<file path="src/rtl/alu_exec.sv">
// Execute-stage ALU: two-stage valid/ready pipeline (operand register, result register)
// with full backpressure, zero/illegal flags and a saturating illegal-op counter.
module alu_exec #(
  parameter int XLEN  = 32,
  parameter int TAG_W = 5,
  parameter int CNT_W = 16
) (
  input  logic             clk,
  input  logic             rst_n,
  input  logic             in_valid,
  output logic             in_ready,
  input  logic [3:0]       in_alu_control,
  input  logic [XLEN-1:0]  in_a,
  input  logic [XLEN-1:0]  in_b,
  input  logic [TAG_W-1:0] in_tag,
  output logic             out_valid,
  input  logic             out_ready,
  output logic [XLEN-1:0]  out_result,
  output logic             out_zero,
  output logic             out_illegal,
  output logic [TAG_W-1:0] out_tag,
  output logic [CNT_W-1:0] illegal_count
);

  localparam logic [3:0] OP_AND = 4'b0000;
  localparam logic [3:0] OP_OR  = 4'b0001;
  localparam logic [3:0] OP_ADD = 4'b0010;
  localparam logic [3:0] OP_SUB = 4'b0110;
  localparam logic [3:0] OP_SLT = 4'b0111;

  function automatic logic is_legal(input logic [3:0] code);
    return (code == OP_AND) || (code == OP_OR) || (code == OP_ADD) ||
           (code == OP_SUB) || (code == OP_SLT);
  endfunction

  logic             s1_valid_q;
  logic [3:0]       s1_op_q;
  logic [XLEN-1:0]  s1_a_q;
  logic [XLEN-1:0]  s1_b_q;
  logic [TAG_W-1:0] s1_tag_q;

  logic             s2_valid_q;
  logic [XLEN-1:0]  s2_result_q;
  logic             s2_zero_q;
  logic             s2_illegal_q;
  logic [TAG_W-1:0] s2_tag_q;

  logic [CNT_W-1:0] cnt_q;

  logic             s2_adv;
  logic             in_fire;
  logic [XLEN-1:0]  alu_res_d;
  logic             alu_ill_d;

  // S2 can take a new op when it is empty or being drained this cycle.
  assign s2_adv   = s1_valid_q && (!s2_valid_q || out_ready);
  assign in_ready = !s1_valid_q || s2_adv;
  assign in_fire  = in_valid && in_ready;

  always_comb begin
    alu_res_d = '0;
    alu_ill_d = 1'b0;
    case (s1_op_q)
      OP_AND:  alu_res_d = s1_a_q & s1_b_q;
      OP_OR:   alu_res_d = s1_a_q | s1_b_q;
      OP_ADD:  alu_res_d = s1_a_q + s1_b_q;
      OP_SUB:  alu_res_d = s1_a_q - s1_b_q;
      OP_SLT:  alu_res_d = {{(XLEN-1){1'b0}}, ($signed(s1_a_q) < $signed(s1_b_q))};
      default: alu_ill_d = 1'b1;
    endcase
  end

  always_ff @(posedge clk) begin
    if (!rst_n) begin
      s1_valid_q   <= 1'b0;
      s1_op_q      <= '0;
      s1_a_q       <= '0;
      s1_b_q       <= '0;
      s1_tag_q     <= '0;
      s2_valid_q   <= 1'b0;
      s2_result_q  <= '0;
      s2_zero_q    <= 1'b0;
      s2_illegal_q <= 1'b0;
      s2_tag_q     <= '0;
      cnt_q        <= '0;
    end else begin
      if (in_fire) begin
        s1_op_q  <= in_alu_control;
        s1_a_q   <= in_a;
        s1_b_q   <= in_b;
        s1_tag_q <= in_tag;
      end
      if (in_fire) begin
        s1_valid_q <= 1'b1;
      end else if (s2_adv) begin
        s1_valid_q <= 1'b0;
      end

      // A simultaneous drain and advance keeps S2 full with the newer op.
      if (s2_adv) begin
        s2_valid_q   <= 1'b1;
        s2_result_q  <= alu_res_d;
        s2_zero_q    <= (alu_res_d == '0);
        s2_illegal_q <= alu_ill_d;
        s2_tag_q     <= s1_tag_q;
      end else if (out_ready) begin
        s2_valid_q <= 1'b0;
      end

      if (in_fire && !is_legal(in_alu_control) && !(&cnt_q)) begin
        cnt_q <= cnt_q + CNT_W'(1);
      end
    end
  end

  assign out_valid     = s2_valid_q;
  assign out_result    = s2_result_q;
  assign out_zero      = s2_zero_q;
  assign out_illegal   = s2_illegal_q;
  assign out_tag       = s2_tag_q;
  assign illegal_count = cnt_q;

endmodule
</file>
<file path="config.mk">
export PLATFORM = sky130hd
export DESIGN_NAME = alu_exec
export DESIGN_NICKNAME = d
export VERILOG_FILES = /design/src/rtl/alu_exec.sv
export SDC_FILE = /design/constraint.sdc
export NUM_CORES = 1
export LEC_CHECK = 0
export CELL_PAD_IN_SITES_DETAIL_PLACEMENT = 2
export CELL_PAD_IN_SITES_GLOBAL_PLACEMENT = 2
export CORE_ASPECT_RATIO = 1.4
export CORE_MARGIN = 2
export CORE_UTILIZATION = 32
export DETAILED_ROUTE_END_ITERATION = 6
export PLACE_DENSITY = 0.79
export SYNTH_ARGS = -nofsm -noshare
export SYNTH_HDL_FRONTEND = slang
export SYNTH_SLANG_ARGS = --single-unit
</file>
<file path="constraint.sdc">
create_clock -name clk -period 5.05 [get_ports clk]
set_clock_uncertainty 0.1 [all_clocks]
set_input_delay 1.2625 -clock clk [delete_from_list [all_inputs] [get_ports clk]]
set_output_delay 1.2625 -clock clk [all_outputs]
set_load 0.01 [all_outputs]
</file>
==> results of run 1 <==
==> area by class of cell <==
cell class | count | area share
clock buffer | 17 | 0.0348
clock inverter | 15 | 0.0138
inverter | 116 | 0.0357
multi-input combinational | 999 | 0.538
sequential | 130 | 0.213
tap | 390 | 0.0400
timing repair buffer | 159 | 0.125
==> registers in the layout, summed over array words and instances, names as in the netlist <==
signal,cells
s1_a_q,32
out_tag,5
out_zero,1
illegal_count,16
s1_valid_q,1
s1_tag_q,5
out_result,32
s1_b_q,32
out_illegal,1
out_valid,1
s1_op_q,4
==> cell families (layout without fill, tap and decap cells) <==
group	after synthesis	count (layout)	synth area share
AO/OA/AOI/OAI	387	387	0.266
XOR/XNOR	41	41	0.0363
adder cells (fa/ha/maj)	100	100	0.128
buffers and inverters	198	307	0.0775
flip-flops	130	130	0.263
multiplexers	27	27	0.0273
AND/OR/NAND/NOR	444	444	0.202
==> stage by stage <==
step | power, mW | area, um2 | util
floorplan | 1.67 | 9900 | -
global placement | 1.98 | 11600 | 0.379
detailed placement | 2.01 | 11600 | 0.379
CTS | 3.33 | 12200 | 0.399
global route | 3.45 | 12200 | 0.399
finish | 3.29 | 12200 | 0.399
==> synth_stat cells, drive strengths merged, types with 7 or more instances <==
master    n
o211ai    8
o31a      7
o31ai    13
o21bai    9
o22ai     9
clkbuf   62
a22oi    14
a21oi   105
ha       98
a21boi   73
buf      20
a21o      9
mux2i    27
dfxtp   130
nor2     81
a31oi    12
o21ai    45
o211a    15
nand2b   11
nand4    13
xnor2    36
nand3    19
and2     14
nor4     13
nor2b    12
inv     115
a211oi   20
nor3     19
nand2   226
==> report_power, final <==
part	switching [mW]	leakage (nW)	internal (mW)
Sequential	0.0529	1.07	1.08
Clock	0.557	0.296	0.741
Combinational	0.513	3.49	0.342
==> layer usage <==
metal  GRT usage  part of all wire  up-vias
li1            -                 -     4782
met5           0                 0        -
met4       0.113             0.041        0
met3      0.0289             0.026       72
met1       0.264              0.40     4902
met2       0.455              0.53      184
==> worst register-to-register path: cells and delay by family, from the launching register on <==
kind                       cells  cell delay (ns)
adders and majority gates      2             0.65
AOI/OAI and AO/OA              8             1.93
DFF                            1             0.35
buffers and inverters          1             0.07
and+or+nand+nor                4             1.36
==> path summary, 6_finish.rpt <==
kind	slack (ns)	to	cells past startpoint	from
min	0.37	s1_tag_q[2]	2	s1_tag_q[2]
max	0.49	out_zero	15	s1_a_q[0]
max reg2reg	0.49	out_zero	15	s1_a_q[0]
min reg2reg	0.37	s1_tag_q[2]	2	s1_tag_q[2]
==> results.ini, run 1 <==
[clock_tree]
htree_num_levels = 4
clk_path_buf_depth = 2
cts_resized = 0
post_cts_buffers = 0
cts_sinks = 130
cts_hold_buf = 0
clkTransAtPathRegs_ns = 0.07
clock_latency_ns = 0.46
cts_made_buffers = 17
cts-root-buf = clkbuf_16
cts_tree = done

[synthesis]
synthCells = 1327
synth_edf_count = 0
ys.flop_type = dfxtp_1
ys_warn_count = 0
synth_top_area_cell = dfxtp_1
syn_nets = 1504
ys_types = 75
ys_ff_latch = 130
yosysTopAreaCellShare = 0.263
syn_area_um2 = 9900
synth.avg_cell_area_um2 = 7.46
synth_area_leaders = dfxtp_1, ha_1, nand2_1
synth-async-reset-ratio = 0
seq_area_frac_synth = 0.263

[setup_path]
path_max_fanout = 3
required_ns = 5.30
cp.arrival_ns = 4.81
crit_buf_inv = 1
cp_top_family = compound AO/OA/AOI/OAI gates
cp-start-kind = flop
slowest_stage = or4b_1
end_kind = flop
worstSetupPathType = reg2reg
slowest_delay_ns = 0.53
cp_cell_sequence = inv_1 -> ha_1 -> fa_1 -> o21bai_2 -> a21oi_1 -> o211ai_1 -> a21oi_1 -> o21ai_0 -> a41o_1 -> nand2_1 -> nor4_1 -> o31ai_1 -> or4b_1 -> or4_1 -> o31ai_1

[power_and_ir_drop]
powerDensity_nw_per_um2 = 269
leakage_nw = 4.86
ir_worst_vdd_mv = 0.207

[placement]
place.gp.congestion = 0.882
placed_cells = 1794
io_buffers = 133
hpwlAfterDp_mm = 29.6
pre_cts_ws_ns = 0.370

[grt]
grt_usage = 0.240
grt_pass1_wl_mm = 60.9
grt_max_degree = 98
antenna_found_initial = 0
gr-total-overflow = 0
grt_pass1_vias = 10800

[detailed_routing]
avgRoutedWirePerCell_um = 21.0
routed_via_density = 5.44
drc = 0
antenna_left = 0
via_count = 9940
routed_wl_mm = 38.4
drtIter0Drc = 472
dr.pass1.iters = 4

[timing]
slew_headroom = 0.391
worstMarginPinSlew_ns = 0.914
fin_crit_ns = 4.56
hold_violations = 0
fin_crit_sh = 0.902
hold_ws_ns = 0.369
rsz0062_at_grt = false
fmax_mhz = 219
drv_slew = 0
fin_ws_ns = 0.494
setup-violations-final = 0
fin_tns_setup_ns = 0

[finish]
multi_input_area_um2 = 6570
final_cells = 1826
nFillCells = 3583
layout-drive-gt1-share = 0.0578
diodes = 0
final_common_cell = nand2_1
nets = 1600
mostFrequentLayoutCells = nand2_1, clkdlybuf4s50_1, dfxtp_1, inv_1, a21oi_1
syn2layout_area_growth_pct = 23.3
regArea_um2 = 2600

[die]
die_area_um2 = 32400
num_rows = 76
core-area_um2 = 30600
dieWidth_um = 153
io_pins = 134
initial_core_util = 0.323
die_y_um = 212

[flow_run]
max-cap-violations = 0

[outcome]
status = complete, no violations

[worst_hold_path]
hp-class = reg2reg

Power figures use the tool's default switching activity.
==> inputs of run 2 (changes only) <==
--- a/config.mk
+++ b/config.mk
@@ -5,6 +5,7 @@
 export SDC_FILE = /design/constraint.sdc
 export NUM_CORES = 1
 export LEC_CHECK = 0
+export ABC_CLOCK_PERIOD_IN_PS = 5050
 export CELL_PAD_IN_SITES_DETAIL_PLACEMENT = 2
 export CELL_PAD_IN_SITES_GLOBAL_PLACEMENT = 2
 export CORE_ASPECT_RATIO = 1.4
==> results of run 2 <==
No change in the layout: final DEF, timing and power equal those of run 1.
==> inputs of run 3 (changes only) <==
--- a/config.mk
+++ b/config.mk
@@ -10,9 +10,10 @@
 export CELL_PAD_IN_SITES_GLOBAL_PLACEMENT = 2
 export CORE_ASPECT_RATIO = 1.4
 export CORE_MARGIN = 2
-export CORE_UTILIZATION = 32
+export CORE_UTILIZATION = 33
+export CTS_BUF_LIST = sky130_fd_sc_hd__clkbuf_4 sky130_fd_sc_hd__clkbuf_8
 export DETAILED_ROUTE_END_ITERATION = 6
-export PLACE_DENSITY = 0.79
+export PLACE_DENSITY = 0.81
 export SYNTH_ARGS = -nofsm -noshare
 export SYNTH_HDL_FRONTEND = slang
 export SYNTH_SLANG_ARGS = --single-unit
==> results.ini, run 3 (synthesis gave the netlist of run 1 again) <==
[outcome]
status = complete, no violations

[detailed_routing]
antenna_left = 0
drtIter0Drc = 411
dr.pass1.iters = 5
routed_wl_mm = 38.7
via_count = 10000
routed_via_density = 5.51
avgRoutedWirePerCell_um = 21.3
drc = 0

[clock_tree]
cts_resized = 0
clock_latency_ns = 0.51
cts_tree = done
htree_num_levels = 4
cts_made_buffers = 17
clk_path_buf_depth = 2
clkTransAtPathRegs_ns = 0.10
post_cts_buffers = 0
cts_hold_buf = 0
cts-root-buf = clkbuf_8
cts_sinks = 130

[setup_path]
cp.arrival_ns = 4.86
worstSetupPathType = reg2reg
reg2reg_to = out_zero
reg2reg_depth = 14
r2r-start = s1_a_q[4]
required_ns = 5.37
startpoint = s1_a_q[4]
end_kind = flop
rrSetupSlack_ns = 0.51
path_max_fanout = 8
cp-start-kind = flop

[grt]
grt_max_degree = 74
antenna_found_initial = 0
grt_pass1_wl_mm = 60.7
grt_pass1_vias = 10900
grt_usage = 0.250
gr-total-overflow = 0

[finish]
nets = 1596
layout-drive-gt1-share = 0.0552
final_util = 0.403
nFillCells = 3438
diodes = 0
final_common_cell = nand2_1
mostFrequentLayoutCells = nand2_1, clkdlybuf4s50_1, dfxtp_1, inv_1, a21oi_1
syn2layout_area_growth_pct = 21.0

[timing]
setup-violations-final = 0
fin_crit_sh = 0.899
fin_tns_setup_ns = 0
worstMarginPinSlew_ns = 0.963
hold_violations = 0
fin_crit_ns = 4.54
rsz0062_at_grt = false
drv_slew = 0
slew_headroom = 0.355
fmax_mhz = 220

[power_and_ir_drop]
seqPwrFrac = 0.383
p_sw_mw = 1.07
switching_share = 0.364
ir_worst_vdd_mv = 0.168
leakage_nw = 4.74
powerDensity_nw_per_um2 = 246
power_frac_comb = 0.291
pwr-share-clk = 0.326
p_int_mw = 1.88

[die]
die_y_um = 209
core-area_um2 = 29700
initial_core_util = 0.333
num_rows = 75
dieWidth_um = 150
die_area_um2 = 31400
io_pins = 134

[flow_run]
max-cap-violations = 0

[worst_hold_path]
hp-class = reg2reg
min_from = s1_tag_q[0]
min_path_cells = 2
min_to = s1_tag_q[0]

[placement]
place.gp.congestion = 0.905
io_buffers = 133
hpwlAfterDp_mm = 29.9

-- run 3: cell count changes in the layout (fill, tap and decap cells not counted), sizes merged --
cell	before	now
clkbuf	17	19
clkinv	6	4
buf	27	23
inv	123	121
clkinvlp	0	2
-- run 3: worst max-delay path, stage by stage (launching register included) --
cell and delay [ns]:
dfxtp_1 0.39, inv_1 0.06, ha_1 0.44, nor2_2 0.18
o311ai_1 0.19, a211oi_1 0.61, nor2_1 0.16, o21ai_1 0.21
xnor2_1 0.14, o21ai_0 0.13, a2111oi_0 0.53, nand4_1 0.16
or4b_1 0.52, or4_1 0.41, o31ai_1 0.23
-- run 3: how the worst max path moves through the flow --
stage          cells past startpoint  endpoint  slack (ns)
6_report                          14  out_zero        0.51
5_1_grt                           14  out_zero        0.26
4_1_cts                           14  out_zero        0.63
3_5_place_dp                      11  out_zero        0.26
3_3_place_gp                      11  out_zero        0.38
2_1_floorplan                     10  out_zero        1.18
-- run 3: power by group through the flow --
stage	registers, mW	logic (mW)	clock network (mW)
after global routing	1.14	0.938	1.04
after detailed placement	1.15	0.850	0
after CTS	1.13	0.858	0.991
after global placement	1.15	0.827	0
final	1.13	0.857	0.963
after floorplan	1.15	0.520	0
-- run 3: routing by layer --
metal  wire length (um)  part of all wire  vias to the layer above  track usage
met2              20700              0.54                      177        0.466
met5                  0                 0                        -            0
met1              15500              0.40                     4988        0.276
met4               1660             0.043                        0        0.116
met3                844             0.022                       70       0.0301
li1                   -                 -                     4776            -
-- run 3: layout make-up --
class                   count  area [um2]  share of cell area
multi-input cells         999        6560               0.547
inverters                 116         435              0.0363
flip-flops and latches    130        2600               0.217
well taps                 385         482              0.0402
clock buffers              19         249              0.0208
repair buffers            155        1500               0.125
clock inverters            13         150              0.0125
-- run 3: through the flow --
step	area [um2]	cells	hold slack (ns)	setup WS (ns)	power [mW]
final	12000	1817	0.372	0.510	2.95
after global routing	12000	1817	0.394	0.260	3.11
after CTS	12000	1817	0.373	0.629	2.98
after detailed placement	11600	1785	0.352	0.260	2.00
after global placement	11600	1785	0.345	0.383	1.98
after floorplan	9900	1327	0.337	1.18	1.67
